$ cat src/rtl/writeback_unit.sv
// Register-file write stage: merges ALU and load results into a small in-order
// FIFO and retires one entry per cycle onto the registered write port.
module writeback_unit #(
    parameter int DEPTH = 4,
    parameter int AW    = 2
) (
    input  logic          clk,
    input  logic          rst,
    input  logic          alu_valid,
    input  logic [4:0]    alu_rd,
    input  logic [31:0]   alu_data,
    output logic          alu_ready,
    input  logic          mem_valid,
    input  logic [4:0]    mem_rd,
    input  logic [31:0]   mem_data,
    output logic          mem_ready,
    output logic          writeBack,
    output logic [4:0]    rd,
    output logic [31:0]   din,
    input  logic [4:0]    q_rs,
    input  logic [4:0]    q_rt,
    output logic          q_hazard,
    output logic [AW:0]   count
);

    logic [4:0]       rd_mem   [DEPTH];
    logic [31:0]      data_mem [DEPTH];
    logic [DEPTH-1:0] vld_q, vld_d;
    logic [AW-1:0]    head_q, head_d, tail_q, tail_d, alu_slot;
    logic [AW:0]      count_q, count_d;
    logic             wb_q;
    logic [4:0]       rd_q;
    logic [31:0]      din_q;

    logic             pop;
    logic [AW+1:0]    free;
    logic             mem_store, alu_store;
    logic [DEPTH-1:0] hit_rs, hit_rt;

    // The head always retires when present, so its slot counts as free this cycle.
    assign pop       = (count_q != '0);
    assign free      = (AW+2)'(DEPTH) - {1'b0, count_q} + {{(AW+1){1'b0}}, pop};
    assign mem_ready = (free != '0);
    assign alu_ready = (free >= (AW+2)'(2)) || ((free == (AW+2)'(1)) && !mem_valid);

    // Writes to r0 complete the handshake but are dropped.
    assign mem_store = rst && mem_valid && mem_ready && (mem_rd != 5'd0);
    assign alu_store = rst && alu_valid && alu_ready && (alu_rd != 5'd0);
    assign alu_slot  = tail_q + AW'(mem_store);

    always_comb begin
        vld_d   = vld_q;
        head_d  = head_q + AW'(pop);
        tail_d  = tail_q + AW'(mem_store) + AW'(alu_store);
        count_d = count_q + (AW+1)'(mem_store) + (AW+1)'(alu_store) - (AW+1)'(pop);
        // When full, the popped head slot is the one being refilled: set must win.
        if (pop) begin
            vld_d[head_q] = 1'b0;
        end
        if (mem_store) begin
            vld_d[tail_q] = 1'b1;
        end
        if (alu_store) begin
            vld_d[alu_slot] = 1'b1;
        end
    end

    always_ff @(posedge clk) begin
        if (!rst) begin
            vld_q   <= '0;
            head_q  <= '0;
            tail_q  <= '0;
            count_q <= '0;
            wb_q    <= 1'b0;
            rd_q    <= 5'd0;
            din_q   <= 32'd0;
        end else begin
            vld_q   <= vld_d;
            head_q  <= head_d;
            tail_q  <= tail_d;
            count_q <= count_d;
            wb_q    <= pop;
            if (pop) begin
                rd_q  <= rd_mem[head_q];
                din_q <= data_mem[head_q];
            end
        end
    end

    always_ff @(posedge clk) begin
        if (mem_store) begin
            rd_mem[tail_q]   <= mem_rd;
            data_mem[tail_q] <= mem_data;
        end
        if (alu_store) begin
            rd_mem[alu_slot]   <= alu_rd;
            data_mem[alu_slot] <= alu_data;
        end
    end

    genvar gi;
    generate
        for (gi = 0; gi < DEPTH; gi++) begin : g_hit
            assign hit_rs[gi] = vld_q[gi] && (rd_mem[gi] == q_rs);
            assign hit_rt[gi] = vld_q[gi] && (rd_mem[gi] == q_rt);
        end
    endgenerate

    assign q_hazard = ((q_rs != 5'd0) && ((|hit_rs) || (wb_q && (rd_q == q_rs)))) ||
                      ((q_rt != 5'd0) && ((|hit_rt) || (wb_q && (rd_q == q_rt))));

    assign writeBack = wb_q;
    assign rd        = rd_q;
    assign din       = din_q;
    assign count     = count_q;

endmodule

$ cat config.mk
export PLATFORM = sky130hd
export DESIGN_NAME = writeback_unit
export DESIGN_NICKNAME = d
export VERILOG_FILES = /design/src/rtl/writeback_unit.sv
export SDC_FILE = /design/constraint.sdc
export NUM_CORES = 1
export LEC_CHECK = 0
export ABC_AREA = 1
export CORE_ASPECT_RATIO = 0.7
export CORE_MARGIN = 2
export CORE_UTILIZATION = 45
export DETAILED_ROUTE_END_ITERATION = 8
export PLACE_DENSITY = 0.68
export SYNTH_ARGS = -nofsm -noshare
export SYNTH_HDL_FRONTEND = slang
export SYNTH_SLANG_ARGS = --single-unit
$ cat constraint.sdc
create_clock -name clk -period 4.7 [get_ports clk]
set_input_delay 0.94 -clock clk [delete_from_list [all_inputs] [get_ports clk]]
set_output_delay 0.94 -clock clk [all_outputs]
set_load 0.01 [all_outputs]
==> flow_summary_export.csv, run 1 <==
group,metric,value,unit
sta,slew-limit-headroom,41.0,%
synthesis,postSynthRegisterBits,197,
sta,timing.final.setup_violations,0,
sta,final.period_utilization,84.3,%
setup_path,path_depth,10,
power,total_power,6.42,mW
clocking,path_clk_slew,0.08,ns
global_route,first_global_vias,7981,
placement,detailedPlace.worstSlack,0.806,ns
setup_path,cell_by_cell_listing_of_the_critical_path,"clkdlybuf4s50_1, inv_1, nand2_1, nand2_1, nor2_1, nand3_1, nand3_1, o21bai_1, nand2_1, clkdlybuf4s50_1",
sta,final_critical_path_setup_slack,0.736,ns
sta,grt_setup_unrepaired,"false",
sta,finalClockSkew,0.0135,ns
sta,final-hold-violation-count,0,
global_route,antenna_found_initial,1,
placement,dp.cells,1512,
synthesis,synth_area_leaders,"sky130_fd_sc_hd__edfxtp_1 44%, sky130_fd_sc_hd__nand2_1 11%, sky130_fd_sc_hd__dfxtp_1 9.7%",
placement,port_buffers,131,
setup_path,worstPathMaxFanout,11,
floorplanning,die_area,23600,um2
floorplanning,placementRows,45,
synthesis,synth_fp_nets,1246,
power,powerDensity,528,nW/um2
floorplanning,coreArea,21800,um2
drt,detail_route.vias_per_cell,5.54,
synthesis,dominantRegCellSynth,"sky130_fd_sc_hd__edfxtp_1",
synthesis,synthDistinctLibCells,34,
setup_path,critPathCaptureType,"output port",
setup_path,crit_required,3.76,ns
final_layout,design.final.nets,1346,
synthesis,post_synth_instance_area,10100,um2
synthesis,synth_async_sr_flop_share,0,%
synthesis,synthDominantCellAreaShare,44.1,%
clocking,post-cts-setup-buffer-count,0,
synthesis,synth_sequential_area_ratio,53.8,%
sta,final_min_period,3.96,ns
status,run_status,"finished, final reports clean",
floorplanning,dieWidth,183,um
setup_path,critical_path_class,"in -> out",
sta,max_slew_violation_total_from_the_final_report,0,
synthesis,netlist_instances,1149,
setup_path,ff2ff_path_depth,16,
power,leakagePower,5.01,nW
final_layout,area_growth,20.8,%
clocking,holdBufCountCts,0,
clocking,insertion_delay,0.44,ns
sta,sum_neg_setup_slack,0,ns
drt,first_pass_iters,6,
setup_path,path_delay_family,"buffers and inverters",
final_layout,instances_no_fill,1545,
setup_path,worst_stage_delay_on_the_critical_path,0.80,ns
clocking,cts-htree-levels,4,
drt,post_route_drc_violation_count,0,
synthesis,syn_avg_cell_area,8.77,um2
clocking,cts.sink_count,197,
drt,final_antenna_net_count,0,
clocking,clock_tree.root_cell,"sky130_fd_sc_hd__clkbuf_16",
sta,max_freq,252,MHz
clocking,tritoncts_clock_tree,"done",
synthesis,leading_area_contributor_after_synthesis,"sky130_fd_sc_hd__edfxtp_1",
setup_path,path_common_cell,"sky130_fd_sc_hd__nand2_1",
drt,route.vias.total,8555,
setup_path,crit_buf_inv,3,
drt,drt-wirelength-per-cell,19.3,um
final_layout,post_route_cells_drive_above_1_share,7.69,%
min_path,hold_class,"reg -> reg",
drt,drt-total-wl,29800,um
global_route,remaining_global_route_overflow,0,
global_route,grt_max_degree,76,
floorplanning,dieHeight,129,um
synthesis,ys.warnings.count,0,
power,highest_ir_drop_seen_on_vdd,0.299,mV
clocking,clock_tree.buffer_depth,2,
global_route,grt_pass1_wl,46000,um
clocking,cts-resized-gates,0,
placement,dp_hpwl,19100,um
setup_path,cp.arrival,3.02,ns
global_route,grt_use_total,25.8,%
run,maxcap_viol_count,0,
placement,place_congestion,0.933,
min_path,hold-path-cell-count,2,
floorplanning,initial_util,46.1,%
sta,max_slew.worst_pin.slew,0.885,ns
synthesis,edff_count_synth,148,
final_layout,utilization_after_layout,55.7,%
floorplanning,design.portCount,132,
setup_path,worstSetupStartpointType,"input port",
setup_path,worst_path_max_delay_cell,"sky130_fd_sc_hd__clkdlybuf4s50_1",
drt,detailedRoute.firstIterationViolations,899,
clocking,numCtsBuffers,17,
-- sequential cells by signal, indices dropped and copies added, names as in the netlist --
| signal | cells |
|---|---|
| count | 3 |
| data_mem | 128 |
| din | 32 |
| head_q | 2 |
| rd | 5 |
| rd_mem | 20 |
| tail_q | 2 |
| vld_q | 4 |
| writeBack | 1 |
-- worst min-delay path, stage by stage (launching register included) --
cell,delay [ns]
sky130_fd_sc_hd__dfxtp_1,0.31
sky130_fd_sc_hd__nand2_1,0.06
sky130_fd_sc_hd__a21oi_1,0.05
-- path summary, 6_finish.rpt --
check             slack, ns           end  startpoint
setup / recovery       0.74      q_hazard     q_rt[0]
hold / removal         0.47       din[20]     din[20]
setup reg to reg       1.06  rd_mem[1][4]    count[0]
hold reg to reg        0.47       din[20]     din[20]
-- final cells by class --
| type | instances | area (um2) |
|---|---|---|
| Fill cell | 1985 | 9670 |
| Sequential cell | 197 | 5430 |
| Multi-Input combinational cell | 772 | 3840 |
| Timing Repair Buffer | 148 | 1530 |
| Clock buffer | 18 | 439 |
| Inverter | 113 | 424 |
| Tap cell | 282 | 353 |
| Clock inverter | 14 | 161 |
| Antenna cell | 1 | 2.50 |
-- metal layers --
metal | routed length, um | GRT usage (%) | vias to the layer above
met5 | 0 | 0 | -
met4 | 258 | 4.66 | 0
met3 | 2790 | 5.62 | 22
met2 | 12800 | 38.6 | 386
met1 | 13900 | 38.9 | 4014
li1 | - | - | 4133
-- through the flow --
stage,hold slack (ns),area (um2)
4_1_cts,0.468,12200
6_report,0.467,12200
3_3_place_gp,0.452,11600
2_1_floorplan,0.490,10100
5_1_grt,0.488,12200
3_5_place_dp,0.455,11600
-- cell usage in the layout (no fill, tap or decap), drive strengths merged, types with 8 or more instances in the layout --
cell	synthesis	final
edfxtp	148	148
dfxtp	49	49
clkdlybuf4s50	0	131
a41oi	24	24
o21ai	197	197
nand4	10	10
o22ai	8	8
nand3	91	91
clkbuf	29	18
a21oi	26	26
inv	112	118
nor2	74	74
nand2	302	302
buf	38	17
clkinv	1	9
-- kinds of logic (layout without fill, tap and decap cells) --
kind of cell | Yosys count | after routing | share of synthesized area [%]
DFF | 197 | 197 | 53.8
buffers and inverters | 180 | 293 | 8.43
and+or+nand+nor | 487 | 487 | 20.0
xor gates and xnor gates | 7 | 7 | 0.683
other | 0 | 1 | 0
AOI/OAI and AO/OA | 269 | 269 | 15.8
adders and majority gates | 9 | 9 | 1.27
-- synth_stat cells (8+ instances only) --
| cell | number |
|---|---|
| sky130_fd_sc_hd__dfxtp_1 | 49 |
| sky130_fd_sc_hd__inv_1 | 107 |
| sky130_fd_sc_hd__nand3_1 | 87 |
| sky130_fd_sc_hd__o21ai_0 | 48 |
| sky130_fd_sc_hd__o21ai_1 | 120 |
| sky130_fd_sc_hd__a41oi_1 | 24 |
| sky130_fd_sc_hd__o22ai_1 | 8 |
| sky130_fd_sc_hd__buf_6 | 20 |
| sky130_fd_sc_hd__buf_2 | 13 |
| sky130_fd_sc_hd__nand4_1 | 10 |
| sky130_fd_sc_hd__edfxtp_1 | 148 |
| sky130_fd_sc_hd__nor2_1 | 74 |
| sky130_fd_sc_hd__clkbuf_1 | 26 |
| sky130_fd_sc_hd__nand2_1 | 301 |
| sky130_fd_sc_hd__a21oi_1 | 26 |
| sky130_fd_sc_hd__o21ai_2 | 29 |
-- report_power, final --
| group | total [mW] | internal, mW | leakage, nW | switching (mW) |
|---|---|---|---|---|
| clock network | 1.48 | 0.730 | 0.294 | 0.747 |
| registers | 2.57 | 2.35 | 1.76 | 0.221 |
| logic | 2.37 | 0.882 | 2.95 | 1.49 |
| total | 6.42 | 3.96 | 5.01 | 2.46 |
Power figures use the tool's default switching activity.
==> run 2: changes to the inputs <==
- PLACE_DENSITY: 0.68 -> 0.71
- clock period: 4.7 -> 3.4 ns (I/O delays scaled with it)
==> run 2 against run 1 <==
Sequential share of layout area fell by 0.98 points; sequential power grew 40%; cell area rose by 2.3%; largest power group unchanged; via count increased by 1.9%; utilization up 1.3 points; worst setup slack worse by 0.62 ns; non-clock buffer count up 25; largest cell class unchanged; count of clock-buffer cells in the layout is the same; critical path type unchanged; global-route usage rose by 0.18 points; combinational power increased by 46%; die area is the same; flip-flop and latch count stayed put.
==> flow_summary_export.csv, run 2 (synthesized netlist as in run 1, its figures left out) <==
group,metric,value,unit
drt,route.vias.total,8718,
setup_path,worstSetupStartpointType,"input port",
final_layout,most_used_cells_in_the_layout_excluding_fill_and_tap_cells,"297 x sky130_fd_sc_hd__nand2_1, 148 x sky130_fd_sc_hd__edfxtp_1, 129 x sky130_fd_sc_hd__clkdlybuf4s50_1, 120 x sky130_fd_sc_hd__o21ai_1, 105 x sky130_fd_sc_hd__inv_1",
floorplanning,die_area,23600,um2
global_route,grt_max_degree,60,
setup_path,path_delay_family,"buffers and inverters",
clocking,clock_tree.buffer_depth,2,
global_route,grt_use_total,26.0,%
clocking,post-cts-setup-buffer-count,0,
setup_path,crit-reg2reg-capture,"data_mem[1][18]",
sta,fin_hold_ws,0.469,ns
power,clock_power_share,21.9,%
floorplanning,placementRows,45,
setup_path,path_common_cell,"sky130_fd_sc_hd__nand2_1",
clocking,clock_tree.root_cell,"sky130_fd_sc_hd__clkbuf_16",
drt,detail_route.vias_per_cell,5.56,
floorplanning,initial_util,46.1,%
setup_path,cell_by_cell_listing_of_the_critical_path,"clkdlybuf4s50_1, inv_1, nand2_1, nand2_1, nor2_1, nand3_1, nand3_1, o21bai_1, nand2_1, clkdlybuf4s50_1",
sta,final.period_utilization,96.7,%
setup_path,worst_path_max_delay_cell,"sky130_fd_sc_hd__clkdlybuf4s50_1",
placement,dp_hpwl,20100,um
sta,max_slew_violation_total_from_the_final_report,0,
clocking,holdBufCountCts,0,
placement,place_congestion,0.904,
floorplanning,design.portCount,132,
drt,final_antenna_net_count,0,
status,run_status,"finished, final reports clean",
sta,final-hold-violation-count,0,
drt,drt-wirelength-per-cell,19.0,um
floorplanning,dieWidth,183,um
clocking,cts-htree-levels,4,
sta,finalClockSkew,0.0136,ns
clocking,cts.sink_count,197,
global_route,remaining_global_route_overflow,0,
setup_path,path_depth,10,
setup_path,critical_path_class,"in -> out",
global_route,grt_pass1_wl,46400,um
setup_path,worstSetupStartpoint,"q_rt[4]",
drt,detailedRoute.firstIterationViolations,981,
power,power.share.switching,37.8,%
power,total_power,9.02,mW
power,sequential_cell_fraction_of_total_power,39.7,%
setup_path,crit_required,2.72,ns
setup_path,critPathCaptureType,"output port",
drt,drt-total-wl,29900,um
sta,final_min_period,3.29,ns
power,highest_ir_drop_seen_on_vdd,0.466,mV
power,power_frac_comb,38.3,%
sta,slew-limit-headroom,46.7,%
sta,grt_setup_unrepaired,"false",
setup_path,worst_stage_delay_on_the_critical_path,0.52,ns
clocking,numCtsBuffers,17,
sta,max_slew.worst_pin.slew,0.799,ns
final_layout,utilization_after_layout,57.0,%
final_layout,post_route_cells_drive_above_1_share,9.40,%
sta,max_freq,304,MHz
drt,post_route_drc_violation_count,0,
final_layout,final_common_cell,"sky130_fd_sc_hd__nand2_1",
power,internal-power,5.61,mW
power,netSwitchingPower,3.41,mW
setup_path,crit_buf_inv,3,
floorplanning,coreArea,21800,um2
power,leakagePower,5.17,nW
setup_path,r2r_slack,0.36,ns
clocking,tritoncts_clock_tree,"done",
final_layout,largest_reg_flops,128,
setup_path,crit_reg_reg_startpoint,"count[0]",
clocking,insertion_delay,0.44,ns
placement,port_buffers,131,
drt,first_pass_iters,5,
sta,sum_neg_setup_slack,0,ns
sta,timing.final.setup_violations,0,
final_layout,antenna-diode-count,0,
final_layout,area_growth,23.5,%
final_layout,largest-register,"data_mem",
setup_path,timing.critical_path.to,"q_hazard",
power,powerDensity,725,nW/um2
setup_path,ff2ff_path_depth,16,
setup_path,cp.arrival,2.61,ns
min_path,hold_class,"reg -> reg",
global_route,antenna_found_initial,0,
setup_path,worstPathMaxFanout,5,
floorplanning,dieHeight,129,um
clocking,path_clk_slew,0.07,ns
final_layout,final.fill_count,1921,
final_layout,design.final.nets,1371,
global_route,first_global_vias,8234,
run,maxcap_viol_count,0,
## run 2: power by group through the flow
stage / Clock (mW) / Sequential [mW] / Combinational [mW]
4_1_cts: 2.00 / 3.58 / 3.44
3_5_place_dp: 0 / 3.62 / 3.42
6_report: 1.98 / 3.59 / 3.46
5_1_grt: 2.10 / 3.63 / 3.79
2_1_floorplan: 0 / 3.58 / 1.95
3_3_place_gp: 0 / 3.62 / 3.36
## run 2: metal layers
metal | up-vias | share of wire [%] | GRT usage, %
li1 | 4187 | - | -
met4 | 0 | 0.96 | 6.54
met5 | - | 0 | 0
met1 | 4114 | 47 | 39.4
met2 | 392 | 43 | 38.3
met3 | 25 | 9.3 | 4.92
## run 2: how the worst min path moves through the flow
stage | start | to | slack [ns] | depth (start not counted)
after floorplan | din[0] | din[0] | 0.49 | 2
after global placement | din[3] | din[3] | 0.46 | 2
after detailed placement | din[0] | din[0] | 0.46 | 2
after CTS | din[0] | din[0] | 0.47 | 2
after global routing | din[19] | din[19] | 0.49 | 2
final | din[0] | din[0] | 0.47 | 2
## run 2: final cells by class
cell class,count,area [um2],share of cell area [%]
Clock buffer,18,429,3.45
Clock inverter,14,148,1.19
Inverter,113,424,3.41
Multi-Input combinational cell,772,3860,31.0
Sequential cell,197,5430,43.6
Tap cell,282,353,2.83
Timing Repair Buffer,173,1810,14.5
## run 2: through the flow
step | setup slack, ns | std cells | area, um2
6_report | 0.111 | 1569 | 12400
5_1_grt | 0.0525 | 1569 | 12400
4_1_cts | 0.122 | 1569 | 12400
3_5_place_dp | 0.129 | 1537 | 11900
3_3_place_gp | 0.111 | 1537 | 11900
2_1_floorplan | 0.0238 | 1149 | 10100
## run 2: tightest hold or removal path, stage by stage (launching register included)
cell and delay, ns:
sky130_fd_sc_hd__dfxtp_1 0.31, sky130_fd_sc_hd__nand2_1 0.06, sky130_fd_sc_hd__a21oi_1 0.05
## run 2: what timing repair did
| item | in CTS | in global routing |
|---|---|---|
| endpoints found under the hold margin | 0 | 0 |
| resized for setup | 0 | 2 |
| endpoints found under the setup margin | 0 | 1 |
==> run 3: changes to the inputs <==
- ABC_AREA: 1 -> not set
- GPL_ROUTABILITY_DRIVEN: not set -> 1
==> run 3 against run 2 <==
Sequential share of layout area is 1.3 points lower; global-route usage is 4.6 points lower; clock skew is 0.0023 ns lower; sequential power is 5% higher; synthesized area is 1.2% higher; total power is 0.93% higher; utilization is 0.25 points higher; first-iteration DRC count is 61% lower; highest routed layer unchanged.
==> flow_summary_export.csv, run 3 <==
group,metric,value,unit
status,run_status,"finished, final reports clean",
setup_path,worstSetupStartpointType,"flip-flop",
sta,final-hold-violation-count,0,
synthesis,leading_area_contributor_after_synthesis,"sky130_fd_sc_hd__edfxtp_1",
clocking,cts-htree-levels,4,
synthesis,post_synth_instance_area,10200,um2
final_layout,instances_no_fill,1139,
global_route,antenna_found_initial,0,
drt,drt-wirelength-per-cell,21.7,um
clocking,clock_tree.buffer_depth,2,
final_layout,final_common_cell,"sky130_fd_sc_hd__edfxtp_1",
global_route,grt_use_total,21.4,%
drt,detail_route.vias_per_cell,5.53,
clocking,path_clk_slew,0.08,ns
floorplanning,placementRows,46,
floorplanning,coreArea,22400,um2
clocking,clock_tree.root_cell,"sky130_fd_sc_hd__clkbuf_16",
power,highest_ir_drop_seen_on_vdd,0.436,mV
power,power.share.switching,32.7,%
final_layout,area_growth,26.0,%
sta,slew-limit-headroom,19.0,%
placement,dp_hpwl,16900,um
clocking,numCtsBuffers,17,
clocking,tritoncts_clock_tree,"done",
sta,max_freq,311,MHz
drt,drt-total-wl,24700,um
setup_path,critPathCaptureType,"flip-flop",
power,power_frac_comb,36.2,%
min_path,worstHoldStart,"din[17]",
setup_path,critical_path_class,"reg -> reg",
min_path,whs_endpoint,"din[17]",
power,netSwitchingPower,2.97,mW
synthesis,synth.top_cells.by_count,"148 x sky130_fd_sc_hd__edfxtp_1, 80 x sky130_fd_sc_hd__mux2_4, 78 x sky130_fd_sc_hd__nand2_1",
setup_path,r2r_slack,0.18,ns
clocking,post-cts-setup-buffer-count,0,
min_path,hold_class,"reg -> reg",
setup_path,crit-reg2reg-capture,"data_mem[1][3]",
final_layout,most_used_cells_in_the_layout_excluding_fill_and_tap_cells,"148 x sky130_fd_sc_hd__edfxtp_1, 123 x sky130_fd_sc_hd__clkdlybuf4s50_1, 80 x sky130_fd_sc_hd__mux2_4, 78 x sky130_fd_sc_hd__nand2_1, 68 x sky130_fd_sc_hd__mux2_2",
final_layout,design.final.nets,936,
final_layout,largest_reg_flops,128,
power,leakagePower,4.56,nW
clocking,cts.sink_count,197,
power,clock_power_share,22.5,%
floorplanning,dieHeight,130,um
power,powerDensity,709,nW/um2
synthesis,postSynthRegisterBits,197,
setup_path,crit_required,3.58,ns
synthesis,ys.warnings.count,0,
drt,detailedRoute.firstIterationViolations,387,
sta,final_min_period,3.22,ns
final_layout,largest-register,"data_mem",
synthesis,synthDominantCellAreaShare,43.6,%
synthesis,synthMostInstantiatedCell,"sky130_fd_sc_hd__edfxtp_1",
drt,final_antenna_net_count,0,
sta,grt_setup_unrepaired,"true",
placement,dp.cells,1108,
global_route,first_global_vias,6640,
power,sequential_cell_fraction_of_total_power,41.3,%
sta,max_slew.worst_pin.slew,1.22,ns
final_layout,final.fill_count,1781,
floorplanning,dieWidth,184,um
sta,max_slew_violation_total_from_the_final_report,0,
global_route,grt_max_degree,50,
final_layout,antenna-diode-count,0,
floorplanning,design.portCount,132,
sta,timing.final.setup_violations,0,
synthesis,synthDistinctLibCells,42,
global_route,grt_pass1_wl,38100,um
drt,route.vias.total,6298,
setup_path,ff2ff_path_depth,13,
run,maxcap_viol_count,0,
synthesis,synth_sequential_area_ratio,53.2,%
power,internal-power,6.13,mW
sta,finalClockSkew,0.0114,ns
floorplanning,initial_util,45.4,%
drt,first_pass_iters,5,
synthesis,synth_area_leaders,"sky130_fd_sc_hd__edfxtp_1 44%, sky130_fd_sc_hd__mux2_4 12%, sky130_fd_sc_hd__dfxtp_1 9.6%",
synthesis,synth_fp_nets,781,
setup_path,cp.arrival,3.40,ns
clocking,insertion_delay,0.43,ns
setup_path,worstPathMaxFanout,15,
placement,dpl-instance-area,12200,um2
synthesis,netlist_instances,684,
placement,place_congestion,0.930,
final_layout,post_route_cells_drive_above_1_share,34.2,%
floorplanning,die_area,23900,um2
synthesis,synth_async_sr_flop_share,0,%
synthesis,edff_count_synth,148,
min_path,hold-path-cell-count,2,
synthesis,syn_avg_cell_area,14.9,um2
placement,port_buffers,131,
setup_path,crit_reg_reg_startpoint,"count[2]",
sta,final.period_utilization,94.6,%
final_layout,post-route-cell-area,12800,um2
synthesis,dominantRegCellSynth,"sky130_fd_sc_hd__edfxtp_1",
global_route,remaining_global_route_overflow,0,
drt,post_route_drc_violation_count,0,
-- run 3: cell families after synthesis --
group | count (synthesis) | share of synthesized area (%)
mux | 185 | 27.5
xor+xnor | 55 | 4.72
compound gates | 57 | 4.27
flops | 197 | 53.2
buf+inv | 61 | 3.62
fa+ha+maj | 9 | 1.25
simple gates | 120 | 5.50
-- run 3: cell type report --
class	instances	area (um2)	share of cell area, %
tap	288	360	2.80
timing repair buffer	185	1900	14.8
multi-input combinational	426	4510	35.1
clock buffer	17	425	3.31
sequential	197	5430	42.3
inverter	12	50.0	0.390
clock inverter	14	168	1.31
-- run 3: what timing repair did --
item	4_1_cts	5_1_grt
endpoints found under the hold margin	0	0
setup endpoints to repair	1	63
hold buffers	0	0
gates resized for setup	6	7
pin swaps	2	1
-- run 3: how the worst max path moves through the flow --
stage	endpoint	slack (ns)	from
finish	data_mem[1][3]	0.18	count[2]
global route	data_mem[1][3]	-0.02	count[1]
CTS	q_hazard	0.003	q_rt[3]
detailed placement	data_mem[1][3]	-0.15	mem_rd[0]
global placement	data_mem[1][9]	-0.09	mem_rd[0]
floorplan	data_mem[3][0]	0.02	count[2]
-- run 3: through the flow --
| step | worst slack [ns] | hold WS [ns] | TNS (ns) | utilization (%) | power, mW |
|---|---|---|---|---|---|
| detailed placement | -0.148 | 0.459 | -21.88 | 54.5 | 7.13 |
| finish | 0.185 | 0.466 | 0 | 57.2 | 9.11 |
| global route | -0.0243 | 0.480 | -0.375 | 57.2 | 9.59 |
| global placement | -0.0948 | 0.448 | -13.60 | 54.5 | 7.04 |
| floorplan | 0.0200 | 0.485 | 0 | - | 5.65 |
| CTS | 0.00286 | 0.470 | 0 | 57.1 | 9.19 |
-- run 3: worst max-delay path, cell delays in order (launching register included) --
cell,delay [ns]
sky130_fd_sc_hd__dfxtp_2,0.36
sky130_fd_sc_hd__nor3_4,0.19
sky130_fd_sc_hd__ha_1,0.19
sky130_fd_sc_hd__inv_1,0.05
sky130_fd_sc_hd__ha_1,0.18
sky130_fd_sc_hd__or2_1,0.24
sky130_fd_sc_hd__a21oi_1,0.15
sky130_fd_sc_hd__nand2_1,0.08
sky130_fd_sc_hd__o2111a_2,0.20
sky130_fd_sc_hd__ha_4,0.29
sky130_fd_sc_hd__inv_1,0.09
sky130_fd_sc_hd__nor3_4,0.23
sky130_fd_sc_hd__buf_4,0.31
sky130_fd_sc_hd__mux2_2,0.39
-- run 3: power groups by stage --
stage          Clock (mW)  Sequential [mW]  Combinational, mW
2_1_floorplan           0             3.61               2.04
3_3_place_gp            0             3.79               3.24
3_5_place_dp            0             3.83               3.31
4_1_cts              2.08             3.78               3.33
5_1_grt              2.18             3.84               3.57
6_report             2.05             3.77               3.30
-- run 3: routing by layer --
| layer | track usage [%] | vias to the layer above | part of all wire, % |
|---|---|---|---|
| met4 | 4.28 | 0 | 0.94 |
| li1 | - | 2870 | - |
| met1 | 28.7 | 3199 | 45 |
| met3 | 4.47 | 18 | 6.1 |
| met2 | 36.4 | 211 | 48 |
| met5 | 0 | - | 0 |
